**config.mk**
```make
export PLATFORM = sky130hd
export DESIGN_NAME = approx_mul_seq_ctrl
export DESIGN_NICKNAME = d
export VERILOG_FILES = /design/src/rtl/approx_mul_seq_ctrl.sv
export SDC_FILE = /design/constraint.sdc
export NUM_CORES = 1
export LEC_CHECK = 0
export CAP_MARGIN = 20
export CORE_ASPECT_RATIO = 0.6
export CORE_UTILIZATION = 35
export CTS_CLUSTER_DIAMETER = 50
export DETAILED_ROUTE_END_ITERATION = 16
export GPL_TIMING_DRIVEN = 0
export PLACE_DENSITY = 0.58
export SLEW_MARGIN = 20
export SYNTH_ARGS = -nofsm -noshare
export SYNTH_HDL_FRONTEND = slang
export SYNTH_SLANG_ARGS = --single-unit
```
**constraint.sdc**
```tcl
create_clock -name clk -period 5.8 [get_ports clk]
set_input_delay 1.74 -clock clk [delete_from_list [all_inputs] [get_ports clk]]
set_output_delay 1.74 -clock clk [all_outputs]
set_load 0.01 [all_outputs]
```
**src/rtl/approx_mul_seq_ctrl.sv**
```systemverilog
// rtl/approx_mul_seq_ctrl.sv - sequential 8x8 approximate multiplier, one row-pair per cycle
module approx_mul_seq_ctrl #(
    parameter int APPROX_COLS = 4,
    parameter bit EARLY_EXIT  = 1'b1
) (
    input  logic        clk,
    input  logic        rst,
    input  logic        in_valid,
    output logic        in_ready,
    input  logic [7:0]  x,
    input  logic [7:0]  y,
    output logic        out_valid,
    input  logic        out_ready,
    output logic [15:0] product,
    output logic        busy
);

    typedef enum logic [1:0] {
        IDLE = 2'd0,
        RUN  = 2'd1,
        DONE = 2'd2
    } state_t;

    // Columns below APPROX_COLS are dropped from every row-pair contribution.
    localparam logic [15:0] COL_MASK = 16'hFFFF << APPROX_COLS;

    state_t      state;
    state_t      state_next;
    logic [7:0]  x_reg;
    logic [7:0]  y_reg;
    logic [15:0] acc;
    logic [1:0]  k;

    logic [1:0]  pair_bits;
    logic [9:0]  row_sum;
    logic [15:0] contrib;
    logic [15:0] acc_next;
    logic        rem_zero;
    logic        accept;

    assign in_ready  = (state == IDLE);
    assign out_valid = (state == DONE);
    assign busy      = (state == RUN);
    assign accept    = in_valid && in_ready;

    // Compressor slice: two partial-product rows for the current row-pair, shifted into place.
    always_comb begin
        pair_bits = x_reg[{k, 1'b0} +: 2];
        row_sum   = ({2'b00, y_reg} & {10{pair_bits[0]}})
                  + ({1'b0, y_reg, 1'b0} & {10{pair_bits[1]}});
        contrib   = ({6'b0, row_sum} << {k, 1'b0}) & COL_MASK;
        acc_next  = acc + contrib;
        rem_zero  = ((x_reg >> ({1'b0, k, 1'b0} + 4'd2)) == 8'd0);
    end

    // State register.
    always_ff @(posedge clk or posedge rst) begin
        if (rst) begin
            state <= IDLE;
        end else begin
            state <= state_next;
        end
    end

    // Next-state: zero operands skip RUN; RUN ends after row-pair 3 or once no x bits remain.
    always_comb begin
        state_next = state;
        case (state)
            IDLE: begin
                if (in_valid) begin
                    if (x == 8'd0 || y == 8'd0) begin
                        state_next = DONE;
                    end else begin
                        state_next = RUN;
                    end
                end
            end
            RUN: begin
                if (k == 2'd3 || (EARLY_EXIT && rem_zero)) begin
                    state_next = DONE;
                end
            end
            DONE: begin
                if (out_ready) begin
                    state_next = IDLE;
                end
            end
            default: state_next = IDLE;
        endcase
    end

    // Operand capture, accumulation, and product register loaded only on entry to DONE.
    always_ff @(posedge clk or posedge rst) begin
        if (rst) begin
            x_reg   <= 8'd0;
            y_reg   <= 8'd0;
            acc     <= 16'd0;
            k       <= 2'd0;
            product <= 16'd0;
        end else if (accept) begin
            x_reg <= x;
            y_reg <= y;
            acc   <= 16'd0;
            k     <= 2'd0;
            if (x == 8'd0 || y == 8'd0) begin
                product <= 16'd0;
            end
        end else if (state == RUN) begin
            acc <= acc_next;
            k   <= k + 2'd1;
            if (state_next == DONE) begin
                product <= acc_next;
            end
        end
    end

endmodule

```
==> results of run 1 <==
## final cells by class
| cell class | instances | share of cell area |
|---|---|---|
| buffer | 13 | 0.0147 |
| inverter | 12 | 0.0121 |
| timing repair buffer | 38 | 0.0972 |
| clock buffer | 5 | 0.0320 |
| sequential | 52 | 0.332 |
| multi-input combinational | 273 | 0.458 |
| clock inverter | 3 | 0.0176 |
| tap | 112 | 0.0358 |
## per-stage QoR
stage / hold slack (ns) / instances / worst slack (ns) / total power [uW]
finish: 0.481 / 508 / 0.926 / 2290
global placement: 0.465 / 500 / 0.999 / 1870
floorplan: 0.438 / 350 / 1.58 / 1520
CTS: 0.480 / 508 / 0.958 / 2300
detailed placement: 0.462 / 500 / 0.986 / 1900
global route: 0.505 / 508 / 0.614 / 2490
## layer usage
metal  GRT usage  routed length (um)  vias up  part of all wire
li1            -                   -     1316                 -
met1       0.287                4450     1289              0.57
met2       0.219                2960       69              0.38
met3      0.0351                 387        7             0.049
met4      0.0366                  70        0            0.0089
met5           0                   0        -                 0
## worst max-delay path, delay by kind of cell (launching register included)
family / cells / cell delay [ns]
AOI/OAI and AO/OA: 9 / 1.74
xor gates and xnor gates: 2 / 0.49
DFF: 1 / 0.44
adders and majority gates: 3 / 0.96
and+or+nand+nor: 2 / 0.26
buffers and inverters: 2 / 0.42
muxes: 1 / 0.47
## report_power, final
group / switching (uW) / internal (uW)
logic: 767 / 547
registers: 94.5 / 492
clock network: 145 / 249
total: 1010 / 1290
## cell usage after synthesis (2+ instances only)
library cell and instances:
a211oi_1 2, a21o_1 3, a21oi_1 18, a22o_1 15, a22oi_1 2, a31oi_1 4, and2_1 18, buf_1 4
clkbuf_1 7, dfrtp_1 52, fa_1 2, ha_1 19, inv_1 11, mux2i_1 3, mux4_2 2, nand2_1 83
nand2b_1 4, nor2_1 16, nor2b_1 4, nor3_1 3, nor4_1 6, o2111ai_1 2, o21a_1 3, o21ai_0 16
o21ai_1 3, o21bai_1 4, o22ai_1 2, o2bb2ai_1 2, o31a_1 2, o31ai_1 2, or3_1 2, xnor2_1 9
xor2_1 5
## worst max path at each step
stage                           startpoint                 endpoint  slack (ns)  depth (start not counted)
after floorplan           k[0]$_DFFE_PP0P_  product[15]$_DFFE_PP0P_        1.58                         19
after global placement    k[1]$_DFFE_PP0P_  product[15]$_DFFE_PP0P_         1.0                         19
after detailed placement  k[1]$_DFFE_PP0P_  product[15]$_DFFE_PP0P_        0.99                         19
after CTS                 k[1]$_DFFE_PP0P_  product[15]$_DFFE_PP0P_        0.96                         19
after global routing      k[1]$_DFFE_PP0P_  product[14]$_DFFE_PP0P_        0.61                         19
final                     k[1]$_DFFE_PP0P_  product[14]$_DFFE_PP0P_        0.93                         19
## kinds of logic (layout without fill, tap and decap cells)
| group | after synthesis | in the layout | share of synthesized area |
|---|---|---|---|
| AO/OA/AOI/OAI | 88 | 88 | 0.193 |
| XOR/XNOR | 15 | 15 | 0.0458 |
| adder cells (fa/ha/maj) | 21 | 21 | 0.0869 |
| buffers and inverters | 25 | 71 | 0.0321 |
| flip-flops | 52 | 52 | 0.407 |
| multiplexers | 6 | 6 | 0.0317 |
| AND/OR/NAND/NOR | 143 | 143 | 0.204 |
==> run_summary.xml, run 1 <==
<?xml version="1.0" encoding="UTF-8"?>
<metrics>
  <group name="status">
    <metric name="run_status" unit="">finished, final reports clean</metric>
  </group>
  <group name="floorplan">
    <metric name="die_h" unit="um">76.0</metric>
    <metric name="floorplan.rows" unit="">26</metric>
    <metric name="ios" unit="">39</metric>
    <metric name="starting_density" unit="">0.368</metric>
    <metric name="die-width" unit="um">125</metric>
    <metric name="area_of_the_core" unit="mm2">0.00869</metric>
    <metric name="design.die.area" unit="mm2">0.00953</metric>
  </group>
  <group name="place">
    <metric name="placed_area" unit="mm2">0.00372</metric>
    <metric name="port_buf_inserts" unit="">38</metric>
    <metric name="place_hpwl" unit="um">5950</metric>
    <metric name="placer_s_final_routability_congestion_estimate" unit="">0.850</metric>
  </group>
  <group name="cells_and_area">
    <metric name="biggestRegsByFlops" unit="">acc x16, product x16</metric>
    <metric name="combined_area_of_the_multi_input_logic_cells" unit="mm2">0.00179</metric>
    <metric name="postLayoutCoreUtil" unit="">0.451</metric>
    <metric name="share_of_layout_cells_above_drive_strength_1" unit="">0.0505</metric>
    <metric name="area_of_all_placed_cells_without_fillers" unit="mm2">0.00391</metric>
    <metric name="antenna_cells_inserted" unit="">0</metric>
    <metric name="layout_common_cells" unit="">nand2_1 (83), dfrtp_1 (52), clkdlybuf4s50_1 (38)</metric>
    <metric name="layout.nets" unit="">436</metric>
    <metric name="area.growth.synth_to_final" unit="%">22.4</metric>
    <metric name="area.sequential" unit="mm2">0.00130</metric>
    <metric name="n_fill_cell" unit="">834</metric>
    <metric name="layout.cells.most_common" unit="">nand2_1</metric>
  </group>
  <group name="synth">
    <metric name="synth_edf_count" unit="">0</metric>
    <metric name="synth.top_cell.area_share" unit="">0.407</metric>
    <metric name="synthDominantAreaCellType" unit="">dfrtp_1</metric>
    <metric name="synthesis.area_per_instance" unit="um2">9.13</metric>
    <metric name="synth.top_cells.by_area" unit="">dfrtp_1 (41%), nand2_1 (9.7%), ha_1 (7.4%)</metric>
    <metric name="ys_ff_latch" unit="">52</metric>
    <metric name="synth_nets" unit="">391</metric>
    <metric name="synth_seq_area_share" unit="">0.407</metric>
    <metric name="synthArstFlopShare" unit="">1.00</metric>
    <metric name="synthFlopType" unit="">dfrtp_1</metric>
    <metric name="yosys_warns" unit="">0</metric>
    <metric name="yosysUniqueCellTypes" unit="">53</metric>
    <metric name="post_synth_inst_count" unit="">350</metric>
    <metric name="syn_area" unit="mm2">0.00320</metric>
  </group>
  <group name="route">
    <metric name="detail_route.drc_violations" unit="">0</metric>
    <metric name="via_per_inst" unit="">5.28</metric>
    <metric name="route.detailed.wl_per_inst" unit="um">15.5</metric>
    <metric name="detail_route.iter0.violations" unit="">141</metric>
    <metric name="total_wirelength" unit="um">7870</metric>
    <metric name="firstDrtPassIters" unit="">11</metric>
    <metric name="routed-via-count" unit="">2681</metric>
    <metric name="antenna_left" unit="">0</metric>
  </group>
  <group name="power">
    <metric name="max-vdd-ir-drop" unit="V">0.000233</metric>
    <metric name="power-per-cell-area" unit="mW/mm2">586</metric>
    <metric name="leakagePower" unit="uW">0.00185</metric>
  </group>
  <group name="clock_network">
    <metric name="ctsHoldBuffers" unit="">0</metric>
    <metric name="cts-htree-levels" unit="">2</metric>
    <metric name="post_cts_buffers" unit="">0</metric>
    <metric name="clk_latency" unit="ns">0.30</metric>
    <metric name="ctsRootBufferMaster" unit="">clkbuf_16</metric>
    <metric name="cts_buffer_depth" unit="">2</metric>
    <metric name="cts.repair.resized" unit="">0</metric>
    <metric name="cts_buffers" unit="">5</metric>
    <metric name="clk_pin_slew_worst_paths" unit="ns">0.07</metric>
    <metric name="clock_tree_from_tritoncts" unit="">done</metric>
    <metric name="clkSinkCount" unit="">52</metric>
  </group>
  <group name="timing">
    <metric name="rsz_0062_raised_after_global_routing" unit="">no</metric>
    <metric name="layout_worst_path_cycle_share" unit="">0.840</metric>
    <metric name="finClkSkew" unit="ns">0.00545</metric>
    <metric name="slew_headroom" unit="">0.547</metric>
    <metric name="fmax" unit="GHz">0.205</metric>
    <metric name="worst_pin_slew" unit="ns">0.679</metric>
    <metric name="final_max_slew_viol_count" unit="">0</metric>
    <metric name="setup_violations" unit="">0</metric>
    <metric name="final.min_clock_period" unit="ns">4.87</metric>
    <metric name="timing.final.hold_violations" unit="">0</metric>
    <metric name="fin_setup_tns" unit="ns">0</metric>
  </group>
  <group name="global_routing">
    <metric name="global_route_wire_length_before_repair" unit="um">12800</metric>
    <metric name="antenna_found_initial" unit="">0</metric>
    <metric name="grt_pass1_vias" unit="">2448</metric>
    <metric name="global_route.usage.total" unit="">0.172</metric>
    <metric name="grt_overflow_total" unit="">0</metric>
    <metric name="grt_max_degree" unit="">53</metric>
  </group>
  <group name="worst_hold_path">
    <metric name="worstHoldPathType" unit="">reg -&gt; reg</metric>
    <metric name="whs_path_depth" unit="">2</metric>
    <metric name="launch_instance_of_the_worst_min_delay_path" unit="">x_reg[1]$_DFFE_PP0P_</metric>
    <metric name="worstHoldEndpoint" unit="">x_reg[1]$_DFFE_PP0P_</metric>
  </group>
  <group name="setup_path">
    <metric name="slowest_delay" unit="ns">0.47</metric>
    <metric name="reg2reg_to" unit="">product[14]$_DFFE_PP0P_</metric>
    <metric name="worstReg2RegStart" unit="">k[1]$_DFFE_PP0P_</metric>
    <metric name="worstSetupEndpointType" unit="">flop</metric>
    <metric name="r2r.worst_path.cells" unit="">19</metric>
    <metric name="critPathLaunchType" unit="">flop</metric>
    <metric name="critical_path_required" unit="ns">5.99</metric>
    <metric name="crit_arrival" unit="ns">5.07</metric>
    <metric name="crit_path_max_fanout" unit="">10</metric>
    <metric name="reg2reg_slack" unit="ns">0.93</metric>
    <metric name="path_cells" unit="">clkbuf_1, mux4_1, nand2_1, inv_1, ha_1, a21oi_1, o21bai_1, xnor2_1, nor2_1, a31oi_1, o22ai_1, ha_1, fa_1, a21o_1, a211oi_2, o21ai_1, o41ai_2, xnor2_1, a22o_1</metric>
    <metric name="slowest_stage" unit="">mux4_1</metric>
    <metric name="critical_path_class" unit="">reg -&gt; reg</metric>
  </group>
  <group name="job">
    <metric name="cap_violations" unit="">0</metric>
  </group>
</metrics>
Note: power is estimated with default switching activity, not from simulation.
==> run 2: changes to the inputs <==
- clock period: 5.8 -> 4.9 ns (I/O delays scaled with it)
==> run_summary.xml, run 2 (same netlist as run 1, synthesis figures left out) <==
<?xml version="1.0" encoding="UTF-8"?>
<metrics>
  <group name="setup_path">
    <metric name="critical_path_required" unit="ns">5.09</metric>
    <metric name="critPathLaunchType" unit="">flop</metric>
    <metric name="crit_path_max_fanout" unit="">8</metric>
    <metric name="worstSetupEndpointType" unit="">flop</metric>
    <metric name="reg2reg_slack" unit="ns">0.23</metric>
    <metric name="r2r.worst_path.cells" unit="">18</metric>
    <metric name="crit_arrival" unit="ns">4.86</metric>
    <metric name="critical_path_class" unit="">reg -&gt; reg</metric>
    <metric name="worstReg2RegStart" unit="">k[0]$_DFFE_PP0P_</metric>
    <metric name="reg2reg_to" unit="">product[15]$_DFFE_PP0P_</metric>
  </group>
  <group name="global_routing">
    <metric name="global_route_wire_length_before_repair" unit="um">12800</metric>
    <metric name="grt_max_degree" unit="">53</metric>
    <metric name="antenna_found_initial" unit="">0</metric>
    <metric name="grt_overflow_total" unit="">0</metric>
    <metric name="global_route.usage.total" unit="">0.172</metric>
    <metric name="grt_pass1_vias" unit="">2448</metric>
  </group>
  <group name="floorplan">
    <metric name="area_of_the_core" unit="mm2">0.00869</metric>
    <metric name="design.die.area" unit="mm2">0.00953</metric>
    <metric name="die_h" unit="um">76.0</metric>
    <metric name="starting_density" unit="">0.368</metric>
    <metric name="die-width" unit="um">125</metric>
    <metric name="ios" unit="">39</metric>
    <metric name="floorplan.rows" unit="">26</metric>
  </group>
  <group name="route">
    <metric name="total_wirelength" unit="um">7860</metric>
    <metric name="route.detailed.wl_per_inst" unit="um">15.3</metric>
    <metric name="routed-via-count" unit="">2680</metric>
    <metric name="detail_route.drc_violations" unit="">0</metric>
    <metric name="antenna_left" unit="">0</metric>
    <metric name="firstDrtPassIters" unit="">10</metric>
    <metric name="via_per_inst" unit="">5.23</metric>
    <metric name="detail_route.iter0.violations" unit="">144</metric>
  </group>
  <group name="cells_and_area">
    <metric name="share_of_layout_cells_above_drive_strength_1" unit="">0.0675</metric>
    <metric name="area.growth.synth_to_final" unit="%">23.5</metric>
    <metric name="antenna_cells_inserted" unit="">0</metric>
    <metric name="layout_common_cells" unit="">nand2_1 (83), dfrtp_1 (52), clkdlybuf4s50_1 (38)</metric>
    <metric name="n_fill_cell" unit="">836</metric>
    <metric name="biggestRegsByFlops" unit="">acc x16, product x16</metric>
    <metric name="layout.nets" unit="">440</metric>
    <metric name="layout.cells.most_common" unit="">nand2_1</metric>
  </group>
  <group name="place">
    <metric name="place_hpwl" unit="um">5950</metric>
    <metric name="placer_s_final_routability_congestion_estimate" unit="">0.850</metric>
    <metric name="setup_ws_pre_cts" unit="ns">0.0864</metric>
    <metric name="port_buf_inserts" unit="">38</metric>
  </group>
  <group name="clock_network">
    <metric name="cts_buffers" unit="">5</metric>
    <metric name="clock_tree_from_tritoncts" unit="">done</metric>
    <metric name="ctsRootBufferMaster" unit="">clkbuf_16</metric>
    <metric name="clk_pin_slew_worst_paths" unit="ns">0.07</metric>
    <metric name="cts-htree-levels" unit="">2</metric>
    <metric name="clkSinkCount" unit="">52</metric>
    <metric name="ctsHoldBuffers" unit="">0</metric>
    <metric name="cts_buffer_depth" unit="">2</metric>
    <metric name="clk_latency" unit="ns">0.30</metric>
  </group>
  <group name="power">
    <metric name="power-per-cell-area" unit="mW/mm2">703</metric>
    <metric name="seqPwrFrac" unit="">0.251</metric>
    <metric name="p_int" unit="uW">1570</metric>
    <metric name="switching_power" unit="uW">1200</metric>
    <metric name="clkPwrFrac" unit="">0.168</metric>
    <metric name="power.share.combinational" unit="">0.581</metric>
    <metric name="leakagePower" unit="uW">0.00187</metric>
    <metric name="max-vdd-ir-drop" unit="V">0.000276</metric>
    <metric name="switching_share" unit="">0.433</metric>
  </group>
  <group name="worst_hold_path">
    <metric name="whs_path_depth" unit="">2</metric>
    <metric name="worstHoldEndpoint" unit="">x_reg[1]$_DFFE_PP0P_</metric>
    <metric name="launch_instance_of_the_worst_min_delay_path" unit="">x_reg[1]$_DFFE_PP0P_</metric>
    <metric name="worstHoldPathType" unit="">reg -&gt; reg</metric>
  </group>
  <group name="status">
    <metric name="run_status" unit="">finished, final reports clean</metric>
  </group>
  <group name="timing">
    <metric name="rsz_0062_raised_after_global_routing" unit="">no</metric>
    <metric name="final_max_slew_viol_count" unit="">0</metric>
    <metric name="layout_worst_path_cycle_share" unit="">0.952</metric>
    <metric name="setup_violations" unit="">0</metric>
    <metric name="timing.final.hold_violations" unit="">0</metric>
    <metric name="fmax" unit="GHz">0.214</metric>
    <metric name="worst_pin_slew" unit="ns">0.664</metric>
    <metric name="whs" unit="ns">0.483</metric>
    <metric name="setup_ws" unit="ns">0.233</metric>
    <metric name="final.min_clock_period" unit="ns">4.67</metric>
    <metric name="slew_headroom" unit="">0.557</metric>
    <metric name="fin_setup_tns" unit="ns">0</metric>
    <metric name="finClkSkew" unit="ns">0.00483</metric>
  </group>
  <group name="job">
    <metric name="cap_violations" unit="">0</metric>
  </group>
</metrics>
-- run 2: changes by cell type in the layout (fill, tap and decap cells not counted) --
cell | previous run | this run
clkbuf_2 | 0 | 1
o21ai_0 | 16 | 15
clkbuf_1 | 7 | 6
mux4_1 | 1 | 0
o21ai_1 | 3 | 4
xnor2_2 | 0 | 1
mux4_2 | 2 | 3
xnor2_1 | 9 | 8
buf_4 | 0 | 4
-- run 2: worst max-delay path by stage --
stage	startpoint	end	slack, ns	depth (start not counted)
detailed placement	k[1]$_DFFE_PP0P_	product[15]$_DFFE_PP0P_	0.09	19
floorplan	k[0]$_DFFE_PP0P_	product[15]$_DFFE_PP0P_	0.68	19
finish	k[0]$_DFFE_PP0P_	product[15]$_DFFE_PP0P_	0.23	18
global route	k[0]$_DFFE_PP0P_	product[15]$_DFFE_PP0P_	0.02	19
CTS	k[1]$_DFFE_PP0P_	product[15]$_DFFE_PP0P_	0.06	19
global placement	k[1]$_DFFE_PP0P_	product[15]$_DFFE_PP0P_	0.1	19
-- run 2: timing repair --
action,4_1_cts,5_1_grt
gates resized for setup,0,5
setup endpoints to repair,0,10
buffers inserted,0,4
-- run 2: cell type report --
| type | count | area, um2 | area share |
|---|---|---|---|
| multi-input combinational | 273 | 1800 | 0.455 |
| sequential | 52 | 1300 | 0.330 |
| timing repair buffer | 42 | 410 | 0.104 |
| tap | 112 | 140 | 0.0355 |
| clock buffer | 5 | 125 | 0.0317 |
| clock inverter | 3 | 68.8 | 0.0174 |
| buffer | 13 | 58.8 | 0.0149 |
| inverter | 12 | 47.5 | 0.0120 |
-- run 2: power by group through the flow --
stage | clock (uW) | combinational, uW | sequential [uW]
floorplan | 0 | 1110 | 687
global placement | 0 | 1520 | 700
detailed placement | 0 | 1550 | 703
CTS | 472 | 1550 | 696
global route | 491 | 1810 | 717
finish | 465 | 1610 | 696
-- run 2: per-layer routing --
layer / global-route usage / vias up / routed length [um]
met5: 0 / - / 0
met2: 0.219 / 67 / 2980
met3: 0.0351 / 7 / 484
met4: 0.0366 / 0 / 68
met1: 0.287 / 1278 / 4320
li1: - / 1328 / -
-- run 2: through the flow --
step | std cells | total power [uW] | cell area, um2 | utilization
5_1_grt | 512 | 3010 | 3950 | 0.455
2_1_floorplan | 350 | 1790 | 3200 | -
3_3_place_gp | 500 | 2220 | 3720 | 0.428
3_5_place_dp | 500 | 2250 | 3720 | 0.428
4_1_cts | 508 | 2720 | 3910 | 0.451
6_report | 512 | 2770 | 3950 | 0.455
-- run 2: critical path: stages (launching register included) --
cell,delay [ns]
dfrtp_1,0.37
buf_6,0.15
mux4_2,0.56
buf_4,0.18
and2_1,0.15
ha_1,0.34
o21a_1,0.24
o31a_1,0.15
o21a_1,0.19
or3_1,0.35
nand3b_1,0.16
a22oi_1,0.09
ha_1,0.38
o21ai_0,0.14
o21ai_1,0.18
o211ai_2,0.18
o22ai_2,0.19
xor3_1,0.36
a22o_1,0.19
==> run 3: changes to the inputs <==
- MAX_ROUTING_LAYER: default -> met4
==> run_summary.xml, run 3 (same netlist as run 1, synthesis figures left out) <==
<?xml version="1.0" encoding="UTF-8"?>
<metrics>
  <group name="power">
    <metric name="power-per-cell-area" unit="mW/mm2">703</metric>
    <metric name="switching_power" unit="uW">1200</metric>
    <metric name="seqPwrFrac" unit="">0.251</metric>
    <metric name="p_int" unit="uW">1570</metric>
    <metric name="max-vdd-ir-drop" unit="V">0.000276</metric>
    <metric name="clkPwrFrac" unit="">0.167</metric>
    <metric name="leakagePower" unit="uW">0.00187</metric>
    <metric name="power.share.combinational" unit="">0.582</metric>
    <metric name="switching_share" unit="">0.434</metric>
  </group>
  <group name="floorplan">
    <metric name="floorplan.rows" unit="">26</metric>
    <metric name="ios" unit="">39</metric>
    <metric name="area_of_the_core" unit="mm2">0.00869</metric>
    <metric name="die_h" unit="um">76.0</metric>
    <metric name="design.die.area" unit="mm2">0.00953</metric>
    <metric name="die-width" unit="um">125</metric>
    <metric name="starting_density" unit="">0.368</metric>
  </group>
  <group name="setup_path">
    <metric name="slowest_delay" unit="ns">0.56</metric>
    <metric name="crit_arrival" unit="ns">4.86</metric>
    <metric name="worst_path_dominant_cell_family" unit="">compound AO/OA/AOI/OAI gates</metric>
    <metric name="worstSetupEndpointType" unit="">flop</metric>
    <metric name="slowest_stage" unit="">mux4_2</metric>
    <metric name="reg2reg_slack" unit="ns">0.23</metric>
    <metric name="critical_path_required" unit="ns">5.09</metric>
    <metric name="crit_path_max_fanout" unit="">8</metric>
    <metric name="critical_path_class" unit="">reg -&gt; reg</metric>
    <metric name="reg2reg_to" unit="">product[15]$_DFFE_PP0P_</metric>
    <metric name="critical_path.n_buffers_inverters" unit="">2</metric>
    <metric name="worstReg2RegStart" unit="">k[0]$_DFFE_PP0P_</metric>
    <metric name="path_cells" unit="">buf_6, mux4_2, buf_4, and2_1, ha_1, o21a_1, o31a_1, o21a_1, or3_1, nand3b_1, a22oi_1, ha_1, o21ai_0, o21ai_1, o211ai_2, o22ai_2, xor3_1, a22o_1</metric>
    <metric name="critical_path.startpoint" unit="">k[0]$_DFFE_PP0P_</metric>
    <metric name="worstSetupEndpoint" unit="">product[15]$_DFFE_PP0P_</metric>
    <metric name="critPathLaunchType" unit="">flop</metric>
    <metric name="cp.depth" unit="">18</metric>
    <metric name="r2r.worst_path.cells" unit="">18</metric>
  </group>
  <group name="cells_and_area">
    <metric name="area_of_all_placed_cells_without_fillers" unit="mm2">0.00395</metric>
    <metric name="area.growth.synth_to_final" unit="%">23.5</metric>
    <metric name="combined_area_of_the_multi_input_logic_cells" unit="mm2">0.00180</metric>
    <metric name="layout.nets" unit="">440</metric>
    <metric name="layout.cells.most_common" unit="">nand2_1</metric>
    <metric name="area.sequential" unit="mm2">0.00130</metric>
    <metric name="n_fill_cell" unit="">836</metric>
    <metric name="antenna_cells_inserted" unit="">0</metric>
    <metric name="biggestRegsByFlops" unit="">acc x16, product x16</metric>
    <metric name="post_layout_nonfiller_instances" unit="">512</metric>
    <metric name="share_of_layout_cells_above_drive_strength_1" unit="">0.0675</metric>
    <metric name="layout_common_cells" unit="">nand2_1 (83), dfrtp_1 (52), clkdlybuf4s50_1 (38)</metric>
  </group>
  <group name="timing">
    <metric name="whs" unit="ns">0.483</metric>
    <metric name="layout_worst_path_cycle_share" unit="">0.953</metric>
    <metric name="setup_ws" unit="ns">0.232</metric>
    <metric name="timing.final.hold_violations" unit="">0</metric>
    <metric name="fin_setup_tns" unit="ns">0</metric>
    <metric name="finClkSkew" unit="ns">0.00513</metric>
    <metric name="worst_pin_slew" unit="ns">0.664</metric>
    <metric name="slew_headroom" unit="">0.558</metric>
    <metric name="setup_violations" unit="">0</metric>
    <metric name="final_max_slew_viol_count" unit="">0</metric>
    <metric name="rsz_0062_raised_after_global_routing" unit="">no</metric>
    <metric name="fmax" unit="GHz">0.214</metric>
    <metric name="final.min_clock_period" unit="ns">4.67</metric>
  </group>
  <group name="status">
    <metric name="run_status" unit="">finished, final reports clean</metric>
  </group>
  <group name="clock_network">
    <metric name="clock_tree_from_tritoncts" unit="">done</metric>
    <metric name="clkSinkCount" unit="">52</metric>
    <metric name="ctsHoldBuffers" unit="">0</metric>
    <metric name="cts_buffer_depth" unit="">2</metric>
    <metric name="cts-htree-levels" unit="">2</metric>
    <metric name="cts_buffers" unit="">5</metric>
    <metric name="clk_pin_slew_worst_paths" unit="ns">0.07</metric>
    <metric name="clk_latency" unit="ns">0.30</metric>
    <metric name="ctsRootBufferMaster" unit="">clkbuf_16</metric>
  </group>
  <group name="global_routing">
    <metric name="global_route.usage.total" unit="">0.178</metric>
    <metric name="grt_overflow_total" unit="">0</metric>
    <metric name="global_route_wire_length_before_repair" unit="um">12800</metric>
    <metric name="grt_pass1_vias" unit="">2448</metric>
    <metric name="antenna_found_initial" unit="">0</metric>
    <metric name="grt_max_degree" unit="">53</metric>
  </group>
  <group name="place">
    <metric name="port_buf_inserts" unit="">38</metric>
    <metric name="place_inst" unit="">500</metric>
    <metric name="setup_ws_pre_cts" unit="ns">0.0864</metric>
    <metric name="place_hpwl" unit="um">5950</metric>
    <metric name="placer_s_final_routability_congestion_estimate" unit="">0.864</metric>
    <metric name="placed_area" unit="mm2">0.00372</metric>
  </group>
  <group name="route">
    <metric name="antenna_left" unit="">0</metric>
    <metric name="via_per_inst" unit="">5.24</metric>
    <metric name="detail_route.drc_violations" unit="">0</metric>
    <metric name="route.detailed.wl_per_inst" unit="um">15.3</metric>
    <metric name="routed-via-count" unit="">2684</metric>
    <metric name="firstDrtPassIters" unit="">10</metric>
    <metric name="detail_route.iter0.violations" unit="">149</metric>
    <metric name="total_wirelength" unit="um">7860</metric>
  </group>
  <group name="job">
    <metric name="cap_violations" unit="">0</metric>
  </group>
  <group name="worst_hold_path">
    <metric name="worstHoldPathType" unit="">reg -&gt; reg</metric>
    <metric name="whs_path_depth" unit="">2</metric>
  </group>
</metrics>
[run 3: cell counts in the layout (fill, tap and decap cells not counted)]
No cell type changed its count.
[run 3: final cells by class]
| cell class | instances | share of cell area |
|---|---|---|
| Multi-Input combinational cell | 273 | 0.455 |
| Sequential cell | 52 | 0.330 |
| Timing Repair Buffer | 42 | 0.104 |
| Tap cell | 112 | 0.0355 |
| Clock buffer | 5 | 0.0317 |
| Clock inverter | 3 | 0.0174 |
| Buffer | 13 | 0.0149 |
| Inverter | 12 | 0.0120 |
[run 3: power by group through the flow]
stage	sequential [uW]	clock (uW)	combinational (uW)
global route	717	492	1810
CTS	696	472	1550
finish	696	465	1610
detailed placement	703	0	1550
global placement	700	0	1520
floorplan	687	0	1110
[run 3: timing repair]
action | 4_1_cts | 5_1_grt
resized for setup | 0 | 5
setup buffers | 0 | 4
endpoints found under the setup margin | 0 | 10
[run 3: worst min-delay path by stage]
| stage | slack (ns) | startpoint | endpoint |
|---|---|---|---|
| after global routing | 0.51 | x_reg[1]$_DFFE_PP0P_ | x_reg[1]$_DFFE_PP0P_ |
| after global placement | 0.47 | acc[1]$_DFFE_PP0P_ | acc[1]$_DFFE_PP0P_ |
| after detailed placement | 0.46 | x_reg[1]$_DFFE_PP0P_ | x_reg[1]$_DFFE_PP0P_ |
| after floorplan | 0.44 | x_reg[0]$_DFFE_PP0P_ | x_reg[0]$_DFFE_PP0P_ |
| final | 0.48 | x_reg[1]$_DFFE_PP0P_ | x_reg[1]$_DFFE_PP0P_ |
| after CTS | 0.48 | x_reg[1]$_DFFE_PP0P_ | x_reg[1]$_DFFE_PP0P_ |
[run 3: stage by stage]
step	total power, uW	util
2_1_floorplan	1790	-
3_3_place_gp	2220	0.428
3_5_place_dp	2250	0.428
4_1_cts	2720	0.451
5_1_grt	3010	0.455
6_report	2780	0.455
[run 3: per-layer routing]
layer  vias up  track usage  part of all wire
li1       1327            -                 -
met1      1283        0.288              0.55
met2        66        0.220              0.38
met3         8       0.0344             0.060
met4         0       0.0366            0.0087
met5         -            -                 0
[run 3: worst register-to-register path, stage by stage (launching register included)]
cell      delay, ns
dfrtp_1        0.37
buf_6          0.15
mux4_2         0.57
buf_4          0.18
and2_1         0.15
ha_1           0.34
o21a_1         0.24
o31a_1         0.15
o21a_1         0.19
or3_1          0.35
nand3b_1       0.16
a22oi_1        0.09
ha_1           0.38
o21ai_0        0.15
o21ai_1        0.18
o211ai_2       0.19
o22ai_2        0.19
xor3_1         0.36
a22o_1         0.19
==> variant 1 (config.mk and constraints of run 2) <==
Reset style: synchronous (`rst`), changed in 2 clocked blocks.
--- a/src/rtl/approx_mul_seq_ctrl.sv
+++ b/src/rtl/approx_mul_seq_ctrl.sv
@@ -54,7 +54,7 @@
     end
 
     // State register.
-    always_ff @(posedge clk or posedge rst) begin
+    always_ff @(posedge clk) begin
         if (rst) begin
             state <= IDLE;
         end else begin
@@ -90,7 +90,7 @@
     end
 
     // Operand capture, accumulation, and product register loaded only on entry to DONE.
-    always_ff @(posedge clk or posedge rst) begin
+    always_ff @(posedge clk) begin
         if (rst) begin
             x_reg   <= 8'd0;
             y_reg   <= 8'd0;
Function: differs if rst is asserted again (counterexample within 4 cycles, from zero or initial values and one cycle with rst high); with rst held inactive, the same outputs for 4 cycles.
==> variant 1 against run 2 <==
  * The flow now finishes with violations (negative setup slack)
  * Area after synthesis is 13% lower
  * Setup slack worse by 0.25 ns
  * Global-route usage up 1.9 points
  * Design area shrank 8.7%
  * Sequential cell count down 8
  * Wire length fell by 4.6%
  * Fmax down 5.1%
Power is not compared: it rests on default switching activity, and its combinational part moved more than twofold at a synthesized area within 25%.
==> variant 1: results (changes against run 2) <==
| Metric | Value |
|---|---|
| Repair and plain buffers | `61 (was 55)` |
| Inverters | `11 (was 12)` |
| WL/cell | `14.7 um (was 15.3 um)` |
| Largest regs | `acc x12, product x12 (was acc x16, product x16)` |
| Placer Congestion | `0.869 (was 0.850)` |
| NonClk Buf Share | `13.9% (was 11.9%)` |
| Number of standard cells in the final layout excluding fillers | `510 (was 512)` |
| Setup WS post-layout | `-0.0165 ns (was 0.233 ns)` |
| Number of multi-input combinational cells | `282 (was 273)` |
| Worst-Margin Slew | `0.756 ns (was 0.664 ns)` |
| Asr flop ratio synth | `0% (was 100%)` |
| # setup viols final | `1 (was 0)` |
| Fraction of area in registers | `24.5% (was 33.0%)` |
| Compound-Gate Fraction of Synth Area | `20.0% (was 19.3%)` |
| Cell Area, Placed | `0.00326 sq mm (was 0.00372 sq mm)` |
| Sequential area share after synthesis | `31.6% (was 40.7%)` |
| Setup TNS | `-0.0165 ns (was 0 ns)` |
| Worst Path Arrival | `5.11 ns (was 4.86 ns)` |
| Failing checks | `negative setup slack` |
| Place WS | `-0.474 ns (was 0.0864 ns)` |
| R2R Path Start | `k[0] (unchanged)` |
| Status | `finished with violations (was finished clean)` |
| Post-DP HPWL | `5.69 mm (was 5.95 mm)` |
| Post-Synth Adder-Cell Area | `9.96% (was 8.69%)` |
| Number of detailed-route iterations in the first pass | `4 (was 10)` |
| Critical Path Fanout Max | `7 (was 8)` |
| Largest net degree at the start of global routing | `16 (was 53)` |
| Post-synth top cells | `nand2_1 (67), dfxtp_1 (44), a21oi_1 (36) (was nand2_1 (83), dfrtp_1 (52), ha_1 (19))` |
| Worst R2R Path Depth | `20 (was 18)` |
-- variant 1: cell types whose count changed after synthesis, moves of 4 or more --
cell / delta
o21ai_0: -10
and2_1: -4
a22o_1: -15
dfxtp_1: +44
a21oi_1: +18
nor2_1: +16
clkbuf_1: +4
nand2_1: -16
dfrtp_1: -52
buf_4: +4
a22oi_1: +5
o211ai_1: +4
nor3b_1: +4
-- variant 1: metal layers --
metal  global-route usage, %  vias up  routed length [um]
li1                        -     1331                   -
met1                    30.6     1200                4150
met2                    25.0       70                2770
met3                    4.20        7                 507
met4                    4.78        0                  70
met5                       0        -                   0
-- variant 1: worst max-delay path, delay by kind of cell, from the launching register on --
| family | cells | cell delay, ns |
|---|---|---|
| compound gates | 8 | 1.76 |
| xor+xnor | 2 | 0.39 |
| simple gates | 3 | 0.38 |
| buf+inv | 2 | 0.16 |
| fa+ha+maj | 3 | 0.68 |
| mux | 2 | 1.07 |
| flops | 1 | 0.38 |
==> variant 2 (flow settings as in run 2) <==
Made on the original files. The parameter `EARLY_EXIT` goes from 1'b1 to 1'b0.
--- a/src/rtl/approx_mul_seq_ctrl.sv
+++ b/src/rtl/approx_mul_seq_ctrl.sv
@@ -1,7 +1,7 @@
 // rtl/approx_mul_seq_ctrl.sv - sequential 8x8 approximate multiplier, one row-pair per cycle
 module approx_mul_seq_ctrl #(
     parameter int APPROX_COLS = 4,
-    parameter bit EARLY_EXIT  = 1'b1
+    parameter bit EARLY_EXIT  = 1'b0
 ) (
     input  logic        clk,
     input  logic        rst,
Function: changed (a bounded check fails within 4 cycles, from zero or initial values and one cycle with rst high).
==> variant 2 against run 2 <==
  * Wire length rose by 6.1%
  * Sequential cell count did not move
  * Critical endpoint is now acc[12]
  * Utilization fell by 0.058 points
  * Clock skew rose by 0.0050 ns
  * Area after synthesis rose by 0.31%
  * Critical path depth did not move
  * Design area fell by 0.13%
  * Setup slack improved by 0.080 ns
  * The run now ends with design-rule violations left
  * Combinational power rose by 14%
  * Total power rose by 6.1%
  * Count of clock-buffer cells in the layout did not move
  * Largest power group unchanged
==> variant 2: results (changes against run 2) <==
| Metric | Value |
|---|---|
| Post-layout net count | `449 (was 440)` |
| Post-DP HPWL | `6.25 mm (was 5.95 mm)` |
| Place WS | `-0.0437 ns (was 0.0864 ns)` |
| Mapped Cells | `360 (was 350)` |
| Ranking of synthesized cells by area | `dfrtp_1 (41%), nand2_1 (9.9%), ha_1 (7.4%) (was dfrtp_1 (41%), nand2_1 (9.7%), ha_1 (7.4%))` |
| First-pass GRT wire length | `13.7 mm (was 12.8 mm)` |
| FF-to-FF setup slack | `0.31 ns (was 0.23 ns)` |
| Post-Synth Adder-Cell Area | `8.66% (was 8.69%)` |
| Share of cells above drive strength 1 | `7.09% (was 6.75%)` |
| Crit-path max cell delay | `0.60 ns (was 0.56 ns)` |
| Failing checks | `design-rule violations` |
| Die width | `126 um (was 125 um)` |
| Syn nets | `401 (was 391)` |
| Worst Path Arrival | `4.75 ns (was 4.86 ns)` |
| Synthesis-to-finish area growth | `23.0% (was 23.5%)` |
| Fillers | `860 (was 836)` |
| Worst Min Path Start | `product[7] (was x_reg[1])` |
| Number of standard cells in the final layout excluding fillers | `521 (was 512)` |
| Post-Place Cells | `510 (was 500)` |
| Placer Congestion | `0.875 (was 0.850)` |
| Compound-Gate Fraction of Synth Area | `18.9% (was 19.3%)` |
| Cell Area, Placed | `0.00373 sq mm (was 0.00372 sq mm)` |
| Residual DRC | `1 (was 0)` |
| Vias in the first global route | `2667 (was 2448)` |
| Final Cycle Share | `93.6% (was 95.2%)` |
| Status | `finished with violations (was finished clean)` |
| Post-synthesis mux area share | `3.39% (was 3.17%)` |
| R2r endpoint | `acc[12] (was product[15])` |
| Hold WS | `0.469 ns (was 0.483 ns)` |
| Critical Path Fanout Max | `7 (was 8)` |
| Sequential area share after synthesis | `40.6% (was 40.7%)` |
| First DRT Iteration DRCs | `135 (was 144)` |
| Clk_skew | `0.00985 ns (was 0.00483 ns)` |
| Logic power comb | `1.84 mW (was 1.61 mW)` |
| Xor/xnor cell area share of the yosys netlist | `3.55% (was 4.58%)` |
-- variant 2: changes by cell type in the layout (fill, tap and decap cells not counted), sizes merged, moves of 4 or more --
| cell | delta |
|---|---|
| o21ai | +7 |
| nand3 | +7 |
| a22o | -7 |
| inv | -4 |
-- variant 2: layout make-up --
cell class	instances	area [sq um]	share of cell area (%)
Buffer	13	61.3	1.55
Clock buffer	5	125	3.17
Clock inverter	3	26.3	0.666
Inverter	7	28.8	0.730
Multi-Input combinational cell	288	1860	47.1
Sequential cell	52	1300	33.0
Tap cell	112	140	3.55
Timing Repair Buffer	41	403	10.2
-- variant 2: routing by layer --
metal	GRT usage, %	wire [um]
met5	0	0
met4	5.12	71
met3	4.56	533
met2	23.7	3130
met1	29.0	4610
-- variant 2: timing repair --
item / 4_1_cts / 5_1_grt
resized for setup: 1 / 4
setup endpoints to repair: 4 / 6
gates cloned: 0 / 0
setup buffers: 0 / 3
pin swaps: 0 / 1
